`src/rtl/picosoc_mem_arbiter.sv`:
```
// Two-master round-robin arbiter for the PicoSoC native memory bus.
// Master 0 is the CPU and master 1 is a DMA or fetch engine. Each grant covers
// one transaction. A watchdog ends any slave access that stalls too long.
//
// state   | meaning
// --------+------------------------------------------------------------
// IDLE    | no owner; arbitrate the pending requests for the next cycle
// BUSY    | owner's request is routed to the slave until ready/timeout
module picosoc_mem_arbiter #(
   parameter int unsigned TIMEOUT_CYCLES = 1024,
   parameter logic [31:0] TIMEOUT_RDATA  = 32'hFFFF_FFFF
) (
   input  logic        clk,
   input  logic        resetn,
   input  logic        m0_valid,
   input  logic [31:0] m0_addr,
   input  logic [31:0] m0_wdata,
   input  logic [3:0]  m0_wstrb,
   output logic        m0_ready,
   output logic [31:0] m0_rdata,
   input  logic        m1_valid,
   input  logic [31:0] m1_addr,
   input  logic [31:0] m1_wdata,
   input  logic [3:0]  m1_wstrb,
   output logic        m1_ready,
   output logic [31:0] m1_rdata,
   output logic        s_valid,
   input  logic        s_ready,
   output logic [31:0] s_addr,
   output logic [31:0] s_wdata,
   output logic [3:0]  s_wstrb,
   input  logic [31:0] s_rdata,
   output logic [1:0]  grant,
   output logic        timeout_err,
   input  logic        timeout_clr
);

   typedef enum logic {ST_IDLE = 1'b0, ST_BUSY = 1'b1} state_t;

   // Last watchdog count before termination; unused when the watchdog is off.
   localparam logic [15:0] WD_LAST = (TIMEOUT_CYCLES == 0) ? 16'hFFFF
                                                           : 16'(TIMEOUT_CYCLES - 1);
   localparam logic        WD_EN   = (TIMEOUT_CYCLES != 0);

   state_t      state_q;
   logic        owner_q;
   logic        last_q;
   logic [15:0] wd_q;
   logic        err_q;

   logic        busy;
   logic        own_valid;
   logic        to_hit;
   logic        done;
   logic [31:0] rsp;

   // Transaction status for the current cycle, all derived from the owner.
   always_comb begin
      busy      = (state_q == ST_BUSY);
      own_valid = owner_q ? m1_valid : m0_valid;
      // s_ready wins over a coincident timeout.
      to_hit    = busy && own_valid && !s_ready && WD_EN && (wd_q == WD_LAST);
      // A withdrawn request never completes, even if the slave answers.
      done      = busy && own_valid && (s_ready || to_hit);
      rsp       = to_hit ? TIMEOUT_RDATA : s_rdata;
   end

   // Slave-side routing; the slave bus is parked at zero while idle.
   always_comb begin
      s_valid = busy && own_valid && !to_hit;
      s_addr  = '0;
      s_wdata = '0;
      s_wstrb = '0;
      if (busy) begin
         s_addr  = owner_q ? m1_addr  : m0_addr;
         s_wdata = owner_q ? m1_wdata : m0_wdata;
         s_wstrb = owner_q ? m1_wstrb : m0_wstrb;
      end
   end

   // Master-side response: only the owner sees ready and data, others read 0.
   always_comb begin
      m0_ready = done && !owner_q;
      m1_ready = done &&  owner_q;
      m0_rdata = m0_ready ? rsp : '0;
      m1_rdata = m1_ready ? rsp : '0;
      grant    = busy ? (owner_q ? 2'b10 : 2'b01) : 2'b00;
   end

   assign timeout_err = err_q;

   // Arbitration FSM, watchdog counter and sticky timeout flag.
   always_ff @(posedge clk or negedge resetn) begin
      if (!resetn) begin
         state_q <= ST_IDLE;
         owner_q <= 1'b0;
         last_q  <= 1'b1;
         wd_q    <= '0;
         err_q   <= 1'b0;
      end else begin
         if (to_hit) begin
            err_q <= 1'b1;
         end else if (timeout_clr) begin
            err_q <= 1'b0;
         end

         if (state_q == ST_IDLE) begin
            if (m0_valid || m1_valid) begin
               owner_q <= (m0_valid && m1_valid) ? !last_q : m1_valid;
               state_q <= ST_BUSY;
               wd_q    <= '0;
            end
         end else begin
            if (!own_valid) begin
               state_q <= ST_IDLE;
            end else if (done) begin
               state_q <= ST_IDLE;
               last_q  <= owner_q;
            end else if (wd_q != 16'hFFFF) begin
               wd_q <= wd_q + 16'd1;
            end
         end
      end
   end

endmodule

```
`config.mk`:
```
export PLATFORM = sky130hd
export DESIGN_NAME = picosoc_mem_arbiter
export DESIGN_NICKNAME = d
export VERILOG_FILES = /design/src/rtl/picosoc_mem_arbiter.sv
export SDC_FILE = /design/constraint.sdc
export NUM_CORES = 1
export LEC_CHECK = 0
export ABC_AREA = 1
export CAP_MARGIN = 25
export CORE_AREA = 2 2 122 124
export CTS_CLUSTER_DIAMETER = 100
export DETAILED_ROUTE_END_ITERATION = 12
export DIE_AREA = 0 0 124 126
export HOLD_SLACK_MARGIN = 0.08
export PLACE_DENSITY_LB_ADDON = 0.25
export SLEW_MARGIN = 30
export SYNTH_ARGS = -nofsm -noshare
export SYNTH_HDL_FRONTEND = slang
export SYNTH_SLANG_ARGS = --single-unit
export TNS_END_PERCENT = 30
```
`constraint.sdc`:
```
create_clock -name clk -period 2.1 [get_ports clk]
set_clock_uncertainty 0.15 [all_clocks]
set_input_delay 0.315 -clock clk [delete_from_list [all_inputs] [get_ports clk]]
set_output_delay 0.315 -clock clk [all_outputs]
set_load 0.01 [all_outputs]
```
==> results.sh <==
export IMPL_cp_slowest_cell="clkdlybuf4s50_1"
export IMPL_seq_area_frac_synth_pct=20.2
export IMPL_syn_area_per_cell_um2=6.10
export IMPL_clockRootBuffer="clkbuf_16"
export IMPL_critPathRequiredTime_ns=1.63
export IMPL_synthAdderAreaFrac_pct=0.503
export IMPL_cts_tree="done"
export IMPL_relSlewSlack_pct=71.5
export IMPL_crit_top_cell="nor2_1"
export IMPL_setup_ws_ns=-0.431
export IMPL_drc_errors=0
export IMPL_fillers=1516
export IMPL_multi_input_area_um2=1930
export IMPL_netlist_instances=408
export IMPL_grt_max_degree=52
export IMPL_grt_pass1_wl_um=24600
export IMPL_stdcell_count=944
export IMPL_cts_buffer_depth=2
export IMPL_dr_pass1_iters=4
export IMPL_critPathBufInv=5
export IMPL_violations="setup timing"
export IMPL_max_freq_mhz=395
export IMPL_grt_antenna_before_repair=1
export IMPL_p_per_area_nw_per_um2=778
export IMPL_cpPeakStageDelay_ns=0.51
export IMPL_io_pins=312
export IMPL_p_leak_nw=3.07
export IMPL_synth_mux_area_share_pct=0
export IMPL_dp_cells=922
export IMPL_drive_gt1_share_pct=33.7
export IMPL_clk_latency_ns=0.26
export IMPL_period_share_pct=121
export IMPL_yosysUniqueCellTypes=25
export IMPL_period_needed_ns=2.53
export IMPL_fin_nets=935
export IMPL_portBuffers=311
export IMPL_ir_drop_mv=0.414
export IMPL_die_h_um=126
export IMPL_ys_warn_count=0
export IMPL_crit_type="in2out"
export IMPL_area_growth_pct=147
export IMPL_netlist_area_um2=2490
export IMPL_hold_viol_final=0
export IMPL_cp_top_family="buffers and inverters"
export IMPL_yosys_area_top_type="a22o_1"
export IMPL_antenna_left=0
export IMPL_crit_path_start_kind="primary input"
export IMPL_rsz0062_at_grt="true"
export IMPL_final_cell_mix="175 x clkdlybuf4s50_1, 99 x buf_2, 92 x nor2_1, 78 x nand2_1, 67 x a22o_1"
export IMPL_seqCellArea_um2=502
export IMPL_die_area_um2=15600
export IMPL_wl_per_cell_um=18.9
export IMPL_final_common_cell="clkdlybuf4s50_1"
export IMPL_worst_pin_slew_ns=0.423
export IMPL_cts_reportedPaths_clkPinSlew_ns=0.06
export IMPL_cp_end_kind="output port"
export IMPL_worstPathCellList="clkdlybuf4s50_1 -> nand3_2 -> nand2_2 -> inv_1 -> nor3_4 -> buf_6 -> buf_16 -> nor2_1 -> nor2_1 -> buf_2"
export IMPL_critical_path_max_fanout=7
export IMPL_maxCapViolCount=0
export IMPL_numClockSinks=20
export IMPL_synthTopCellsByArea="a22o_1 24%, dfrtp_1 19%, nor2_1 19%, nand2_1 12%, nand3_1 4.0%"
export IMPL_synth_fp_nets=583
export IMPL_std_cell_rows=44
export IMPL_drt_iter0_drc=198
export IMPL_overflow=0
export IMPL_worstPathArrival_ns=2.07
export IMPL_wirelength_um=17800
export IMPL_synth_xor_area_share_pct=0.352
export IMPL_ys_seq_elements=20
export IMPL_place_congestion=0.932
export IMPL_setup_viol=70
export IMPL_core_um2=14300
export IMPL_cts_buffers=3
export IMPL_vias_per_cell=4.50
export IMPL_cts_htree_levels=1
export IMPL_grt_pass1_vias=4141
export IMPL_grt_usage_pct=21.0
export IMPL_via_count=4246
export IMPL_post_place_ws_ns=-0.700
export IMPL_status="complete, but fails checks"
export IMPL_die_w_um=124
export IMPL_hold_path_class="in2async"
export IMPL_synth_top_family_by_area="simple AND/OR/NAND/NOR gates"
export IMPL_netlist_area_leader_share_pct=23.9
export IMPL_initial_core_util_pct=17.4
export IMPL_yosys_area_share_simple_pct=41.2
export IMPL_drv_slew=0
export IMPL_synth_compound_area_share_pct=26.8
export IMPL_dp_hpwl_um=14300
[cells in the mapped netlist]
cell	instances
nor2_1	125
nor3_1	2
o21bai_1	1
clkbuf_1	11
ha_1	1
nand3b_1	2
inv_2	2
inv_1	24
nand4_1	4
nor2_2	8
buf_2	9
nor3_4	1
dfrtp_1	19
o21a_1	1
nand2_1	82
dfstp_2	1
a21oi_1	6
nand3_1	20
buf_1	1
a22o_1	68
clkinv_1	2
buf_6	7
o21ai_0	5
xor2_1	1
nand2_2	5
[worst paths after layout]
kind,start,endpoint,slack [ns],cells after the start
max,m0_valid,m0_rdata[8],-0.43,10
min,resetn,wd_q[3],0.26,2
max reg2reg,wd_q[0],wd_q[1],0.18,10
min reg2reg,last_q,last_q,0.33,2
max in group asynchronous,resetn,last_q,1.26,2
min in group clk,last_q,last_q,0.33,2
[what timing repair did]
item | 4_1_cts | 5_1_grt
resized for setup | 498 | 68
hold endpoints to repair | 0 | 0
cloned | 2 | 1
pin swaps | 46 | 30
endpoints found under the setup margin | 137 | 146
hold buffers | 0 | 0
setup buffers | 12 | 3
[cell type report]
class                      count  share of cell area, %
clock buffer                   4                   1.28
inverter                      28                   1.79
antenna                        1                 0.0407
sequential                    20                   8.17
timing repair buffer         375                   53.5
multi-input combinational    332                   31.4
tap                          184                   3.75
[worst reg2reg max path: stages, from the launching register on]
cell	delay, ns
dfrtp_1	0.35
ha_2	0.19
nand2_2	0.07
nor2_4	0.09
nand2_2	0.08
buf_4	0.15
nor2_2	0.12
nand4_1	0.20
buf_4	0.24
nand3b_1	0.10
nand2_1	0.06
[logic make-up after synthesis]
group | count (synthesis)
adder cells (fa/ha/maj) | 1
XOR/XNOR | 1
buffers and inverters | 56
AND/OR/NAND/NOR | 249
flip-flops | 20
AO/OA/AOI/OAI | 81
[stage by stage]
stage               area [um^2]  hold WS (ns)  util [%]  setup TNS (ns)  power (mW)
floorplan                  2490        -0.131         -          -0.925        2.19
global placement           6100         0.314      42.6          -48.64        4.60
detailed placement         6100         0.326      42.6          -49.57        4.61
CTS                        6110         0.276      42.7          -31.06        4.73
global route               6140         0.298      42.9          -29.33        5.10
finish                     6140         0.258      42.9          -23.16        4.78
[per-layer routing]
metal	GRT usage (%)	part of all wire, %	routed length [um]
met1	27.5	41	7320
met2	32.9	44	7840
met3	9.56	14	2480
met4	1.72	0.87	154
met5	0	0	0
[sequential cells by signal, summed over array words and instances (netlist names)]
signal / flops
wd_q: 16
busy: 1
timeout_err: 1
last_q: 1
owner_q: 1
[power by group]
part	switching (mW)	total (mW)	internal [mW]
clock network	0.152	0.411	0.259
registers	0.0402	0.483	0.443
logic	2.00	3.88	1.88
No activity file was read; power rests on OpenSTA's default activity.
